===== src/rtl/uart_rx_core.sv =====
// 8N1 UART receive engine: synchronises the serial pin, times bits with a
// programmable divisor and presents each byte with sticky ready/overrun flags.
module uart_rx_core #(
  parameter int BAUD_W      = 16,
  parameter int SYNC_STAGES = 2
) (
  input  logic              clk,
  input  logic              rst_n,
  input  logic              rx,
  input  logic [BAUD_W-1:0] baud_div,
  input  logic              clr_rx_rdy,
  output logic [7:0]        rx_data,
  output logic              rx_rdy,
  output logic              frame_err,
  output logic              overrun,
  output logic              rx_busy
);

  typedef enum logic [1:0] {
    IDLE  = 2'd0,
    START = 2'd1,
    DATA  = 2'd2,
    STOP  = 2'd3
  } state_t;

  state_t                 state;
  logic [SYNC_STAGES-1:0] sync_q;
  logic                   rxs;
  logic [BAUD_W-1:0]      cnt;
  logic [2:0]             bit_idx;
  logic [7:0]             shreg;
  logic [BAUD_W-1:0]      n_eff;
  logic [BAUD_W-1:0]      full_reload;
  logic [BAUD_W-1:0]      half_reload;
  logic                   bit_event;

  // Metastability chain; resets to the idle-high line level.
  always_ff @(posedge clk or negedge rst_n) begin
    if (!rst_n) begin
      sync_q <= '1;
    end else begin
      sync_q <= {sync_q[SYNC_STAGES-2:0], rx};
    end
  end

  assign rxs = sync_q[SYNC_STAGES-1];

  // Divisors below 2 would leave no room for a half-bit wait, so clamp.
  assign n_eff       = (baud_div < BAUD_W'(2)) ? BAUD_W'(2) : baud_div;
  assign full_reload = n_eff - BAUD_W'(1);
  assign half_reload = (n_eff >> 1) - BAUD_W'(1);
  assign bit_event   = (cnt == '0);
  assign rx_busy     = (state != IDLE);

  always_ff @(posedge clk or negedge rst_n) begin
    if (!rst_n) begin
      state     <= IDLE;
      cnt       <= '0;
      bit_idx   <= '0;
      shreg     <= '0;
      rx_data   <= '0;
      rx_rdy    <= 1'b0;
      frame_err <= 1'b0;
      overrun   <= 1'b0;
    end else begin
      if (clr_rx_rdy) begin
        rx_rdy  <= 1'b0;
        overrun <= 1'b0;
      end

      case (state)
        IDLE: begin
          if (!rxs) begin
            state <= START;
            cnt   <= half_reload;
          end
        end

        START: begin
          if (bit_event) begin
            if (rxs) begin
              state <= IDLE;
            end else begin
              state   <= DATA;
              cnt     <= full_reload;
              bit_idx <= '0;
            end
          end else begin
            cnt <= cnt - BAUD_W'(1);
          end
        end

        DATA: begin
          if (bit_event) begin
            shreg   <= {rxs, shreg[7:1]};
            bit_idx <= bit_idx + 3'd1;
            cnt     <= full_reload;
            if (bit_idx == 3'd7) begin
              state <= STOP;
            end
          end else begin
            cnt <= cnt - BAUD_W'(1);
          end
        end

        STOP: begin
          if (bit_event) begin
            // Frame end: a concurrent clear loses to the new byte's ready.
            rx_data   <= shreg;
            frame_err <= ~rxs;
            rx_rdy    <= 1'b1;
            if (rx_rdy && !clr_rx_rdy) begin
              overrun <= 1'b1;
            end
            state <= IDLE;
          end else begin
            cnt <= cnt - BAUD_W'(1);
          end
        end

        default: state <= IDLE;
      endcase
    end
  end

endmodule


===== config.mk =====
export PLATFORM = sky130hd
export DESIGN_NAME = uart_rx_core
export DESIGN_NICKNAME = d
export VERILOG_FILES = /design/src/rtl/uart_rx_core.sv
export SDC_FILE = /design/constraint.sdc
export NUM_CORES = 1
export LEC_CHECK = 0
export BUFFER_PORTS_ARGS = -buffer_cell sky130_fd_sc_hd__buf_2
export CAP_MARGIN = 20
export CORE_MARGIN = 8
export CORE_UTILIZATION = 53
export DETAILED_ROUTE_END_ITERATION = 8
export GPL_TIMING_DRIVEN = 0
export PLACE_DENSITY = 0.8
export SLEW_MARGIN = 20
export SYNTH_ARGS = -nofsm -noshare
export SYNTH_HDL_FRONTEND = slang
export SYNTH_SLANG_ARGS = --single-unit

===== constraint.sdc =====
create_clock -name clk -period 2.6 [get_ports clk]
set_clock_uncertainty 0.2 [all_clocks]
set_input_delay 0.13 -clock clk [delete_from_list [all_inputs] [get_ports clk]]
set_output_delay 0.13 -clock clk [all_outputs]
set_load 0.01 [all_outputs]

After elaboration in Yosys (flattened, before gate mapping)
Index checks and enable logic that the tools add are counted.

word-level totals
  flip-flop bits (word level) = 42
  output and inout bits = 12
  logic and storage cells = 63

operators by class
  bitwise logic cells = 1
  reduce and logical (&&, ||, !) cells = 11
  magnitude comparators = 1
  add/subtract/negate cells = 4
  equal/unequal tests = 12
  muxes and demuxes = 25

operators by type and width
  kind                                                                   count
  16-bit two-way mux                                                     6
  16-bit case mux with 4 select lines                                    1
  16-bit by 1-bit subtractor with 16-bit output, second input constant   2
  16-bit logical NOT                                                     1
  16-bit by 2-bit < comparator with 1-bit output, second input constant  1
  15-bit by 1-bit subtractor with 16-bit output, second input constant   1
  2-bit inequality test, second input constant                           7
  2-bit two-way mux                                                      6
  3-bit two-way mux                                                      3
  2-bit case mux with 4 select lines                                     1
  1-bit two-way mux                                                      7
  3-bit case mux with 2 select lines                                     1
  5-bit AND reduction                                                    1
  2-bit == test, second input constant                                   2
  2-bit AND reduction                                                    2
  4-bit AND reduction                                                    1
  2-bit nonzero test                                                     2
  3-bit by 1-bit adder with 3-bit output, second input constant          1
  3-bit == test, second input constant                                   1
  3-bit inequality test, second input constant                           1
  3-bit AND reduction                                                    1
  2-bit by 1-bit == test with 1-bit output, second input constant        1
  2-bit logical NOT                                                      1
  1-bit logical AND                                                      1
  2 further kinds                                                        2

Longest topological paths before layout
  depth in word-level cells = 6
  mapped depth = 13
  depth with buffers taken out = 10

Least setup slack after synthesis
OpenSTA, ideal clock, no wires.

  path kind = input to register
  from = in baud_div[9]
  to = reg cnt[11]
  library setup time = 124 ps
  arrival = 2,639 ps
  path slack = -363 ps
  stages on the path = 13
  data required time = 2,276 ps
  cell sequence = clkbuf_1 -> nor3_1 -> and3_1 -> a31oi_1 -> ha_1 -> nand2b_1 -> or2_1 -> buf_6 -> or3_1 -> buf_6 -> nor4_4 -> mux2i_1 -> a21oi_1

on the way
  word-level cells in the longest chain between the ends = 6

RTL lines
  item                                            line  text
  from (decl)                                     10    input logic [BAUD_W-1:0] baud_div,
  16-bit by 2-bit < comparator with 1-bit output  49    assign n_eff = (baud_div < BAUD_W'(2)) ? BAUD_W'(2) : baud_div;
  16-bit two-way mux (*)                          49
  16-bit by 1-bit subtractor with 16-bit output   50    assign full_reload = n_eff - BAUD_W'(1);
  16-bit two-way mux                              81    if (rxs) begin
  16-bit two-way mux                              80    if (bit_event) begin
  16-bit case mux with 4 select lines (*)         71    case (state)
  to (signal assigned)                            75    cnt <= half_reload;
  to (signal assigned)                            85    cnt <= full_reload;
  to (signal assigned)                            89    cnt <= cnt - BAUD_W'(1);
  to (decl)                                       29    logic [BAUD_W-1:0] cnt;

Every way passes the cells marked *; elsewhere a longest branch is shown, timed or not. The select of a mux whose other input is x is not followed.
A chain may end at the register's enable or synchronous reset.

Final worst setup path
  from = in baud_div[2]
  to = reg cnt[14]

Same word-level chain as after synthesis.

==> flow_summary.json <==
{
  "drv_slew": 0,
  "reg2reg_to": "cnt[13]",
  "core_area_um2": 5410,
  "yosys.area.top_type_share_pct": 34.2,
  "syn_nets": 356,
  "io_pins": 32,
  "grt_overflow": 0,
  "register_area_um2": 1050,
  "avgSynthCellArea_um2": 9.00,
  "cts_tree": "built",
  "synth_seq_area_share_pct": 36.0,
  "layout.nets": 405,
  "r2r_cells": 6,
  "ant_nets": 0,
  "period_share_pct": 98.6,
  "synthArstFlopShare_pct": 100,
  "drt-vias-per-instance": 6.42,
  "postLayoutCoreUtil_pct": 66.5,
  "status": "complete, no violations",
  "grt_pass1_wl_um": 13100,
  "synthCells": 325,
  "p_per_area_nw_per_um2": 805,
  "io_buffer_count": 27,
  "worstPathArrival_ns": 2.60,
  "die_h_um": 90.3,
  "drc": 0,
  "num_rows": 27,
  "whs_ns": 0.0195,
  "die_x_um": 90.3,
  "synth_flop_cell": "dfrtp_1",
  "clock-root-buffer": "clkbuf_8",
  "max_freq_ghz": 0.390,
  "n_fill_cell": 438,
  "start_util_pct": 54.1,
  "netlist_area_um2": 2930,
  "cp-start-kind": "input port",
  "cts_buffers": 5,
  "startpoint": "baud_div[2]",
  "dr.pass1.iters": 5,
  "maxCapViolCount": 0,
  "fin_cells": 447,
  "multiInputGateArea_um2": 1930,
  "critical_path.max_fanout": 6,
  "insertion_delay_ns": 0.30,
  "diodes": 0,
  "min_path_type": "input port to flip-flop",
  "hold_viol_final": 0,
  "p_leak_uw": 0.00156,
  "synth_edf_count": 0,
  "dp_cells": 424,
  "area_growth_pct": 22.9,
  "routed_wirelength_um": 8190,
  "fin_tns_setup_ns": 0,
  "place_hpwl_um": 5710,
  "synth_top_cells_by_area": "dfrtp_1 34%, mux2_2 6.9%, ha_1 4.7%, o21ai_0 3.9%, xor2_1 3.6%",
  "crit_end": "cnt[14]",
  "hold-path-cell-count": 3,
  "slew_headroom_pct": 37.6,
  "grt_pass1_vias": 2810,
  "gp_congestion": 0.951,
  "grt_max_degree": 43,
  "htreeDepth": 2,
  "ir_worst_vdd_mv": 0.547,
  "cts_sinks": 42,
  "yosysTopAreaCell": "dfrtp_1",
  "synth-warning-count": 0,
  "dr_total_vias": 2868,
  "drive_above_1_share_pct": 29.1,
  "clkTransAtPathRegs_ns": 0.10,
  "wl_per_cell_um": 18.3,
  "dieArea_um2": 8150,
  "clockBufferDepth": 2,
  "r2r_setup_slack_ns": 0.10,
  "first_iter_violations": 290,
  "rsz0062_at_grt": "yes",
  "antenna_found_initial": 0,
  "critPathKind": "input port to flip-flop",
  "worstMarginPinSlew_ns": 0.936,
  "finalSetupViolCount": 0,
  "worstReg2RegStart": "cnt[4]",
  "worstPathRequired_ns": 2.63,
  "grt_usage_pct": 19.3,
  "synth.distinct_cells": 56,
  "ys_seq_elements": 42,
  "finalCriticalPeriod_ns": 2.56,
  "power_uw": 2900,
  "end_kind": "flip-flop"
}
[power by group]
part           switching [uW]  internal, uW  total [uW]
clock                     263           194         458
sequential                198           790         988
combinational             877           573        1450
[metal layers]
metal,global-route usage (%),routed length (um),vias to the layer above
met3,5.40,719,38
met4,8.88,270,0
met5,0,0,-
li1,-,-,1295
met1,24.1,3300,1380
met2,30.1,3910,155
[critical path, stage by stage]
cell,delay [ns]
buf_4,0.14
or3_4,0.39
nand2b_4,0.15
buf_8,0.13
o21ai_4,0.14
ha_2,0.20
nor4b_4,0.26
nand2_2,0.13
or3_4,0.40
a311oi_2,0.28
o22ai_1,0.13
nand3_1,0.09
[logic make-up (layout without fill, tap and decap cells)]
logic type | count (synthesis) | count (layout) | synth area share (%)
mux | 22 | 22 | 8.30
xor+xnor | 21 | 21 | 6.29
fa+ha+maj | 11 | 11 | 4.70
compound gates | 83 | 83 | 18.5
flops | 42 | 42 | 36.0
buf+inv | 31 | 81 | 4.83
simple gates | 115 | 115 | 21.3
[per-stage QoR]
step	area [um2]	setup WS, ns
after floorplan	2980	-0.00552
after global placement	3210	-0.546
after detailed placement	3210	-0.582
after CTS	3450	0.0177
after global routing	3600	-0.0572
final	3600	0.0363
[flip-flops by register name (all words and copies together) (netlist names), named ones only]
register	count
frame_err	1
bit_idx	3
overrun	1
cnt	16
state	1
sync_q	2
shreg	8
rx_data	8
rx_rdy	1
[cell usage after synthesis (all sizes together) (3+ instances only)]
library cell,count
a21oi,16
mux2,18
o31ai,3
or3,7
nor3,14
o211a,3
or2,4
o211ai,5
nand2b,5
o22ai,6
xor2,12
and2,4
xnor2,9
buf,4
nand2,22
nor2,22
a31oi,4
ha,11
inv,13
clkbuf,14
mux2i,4
a2111oi,3
o21ai,23
nor4,10
nand3,9
nor3b,5
dfrtp,40
a22o,3
or4,3
[layout by cell type, fill, tap and decap left out, drive strengths merged, types with 11 or more instances in the layout]
master  Yosys  layout
a21oi      16      16
buf         4      46
clkbuf     14      16
dfrtp      40      40
ha         11      11
inv        13      14
mux2       18      18
nand2      22      22
nor2       22      22
nor3       14      14
o21ai      23      23
xor2       12      12
[area by class of cell]
type,instances,share of cell area (%)
multi-input cells,252,53.5
flip-flops and latches,42,29.3
repair buffers,43,7.45
plain buffers,17,3.24
well taps,72,2.51
clock buffers,5,1.91
inverters,13,1.36
clock inverters,3,0.696
[how the worst min path moves through the flow]
stage                            start                    endpoint  slack (ns)
after global routing      baud_div[15]                     cnt[15]        0.03
final                     baud_div[15]                     cnt[15]        0.02
after detailed placement            rx                   sync_q[0]        0.04
after global placement              rx                   sync_q[0]        0.04
after CTS                 baud_div[15]                     cnt[15]        0.02
after floorplan                  rst_n  asynchronous set/reset pin       -0.37
[timing repair]
item,CTS,global route
setup endpoints to repair,17,30
gates resized for setup,21,22
buffers inserted,4,9
hold buffers,3,0
cloned,0,0
pin swaps,4,10
endpoints found under the hold margin,43,0
Power figures use the tool's default switching activity.
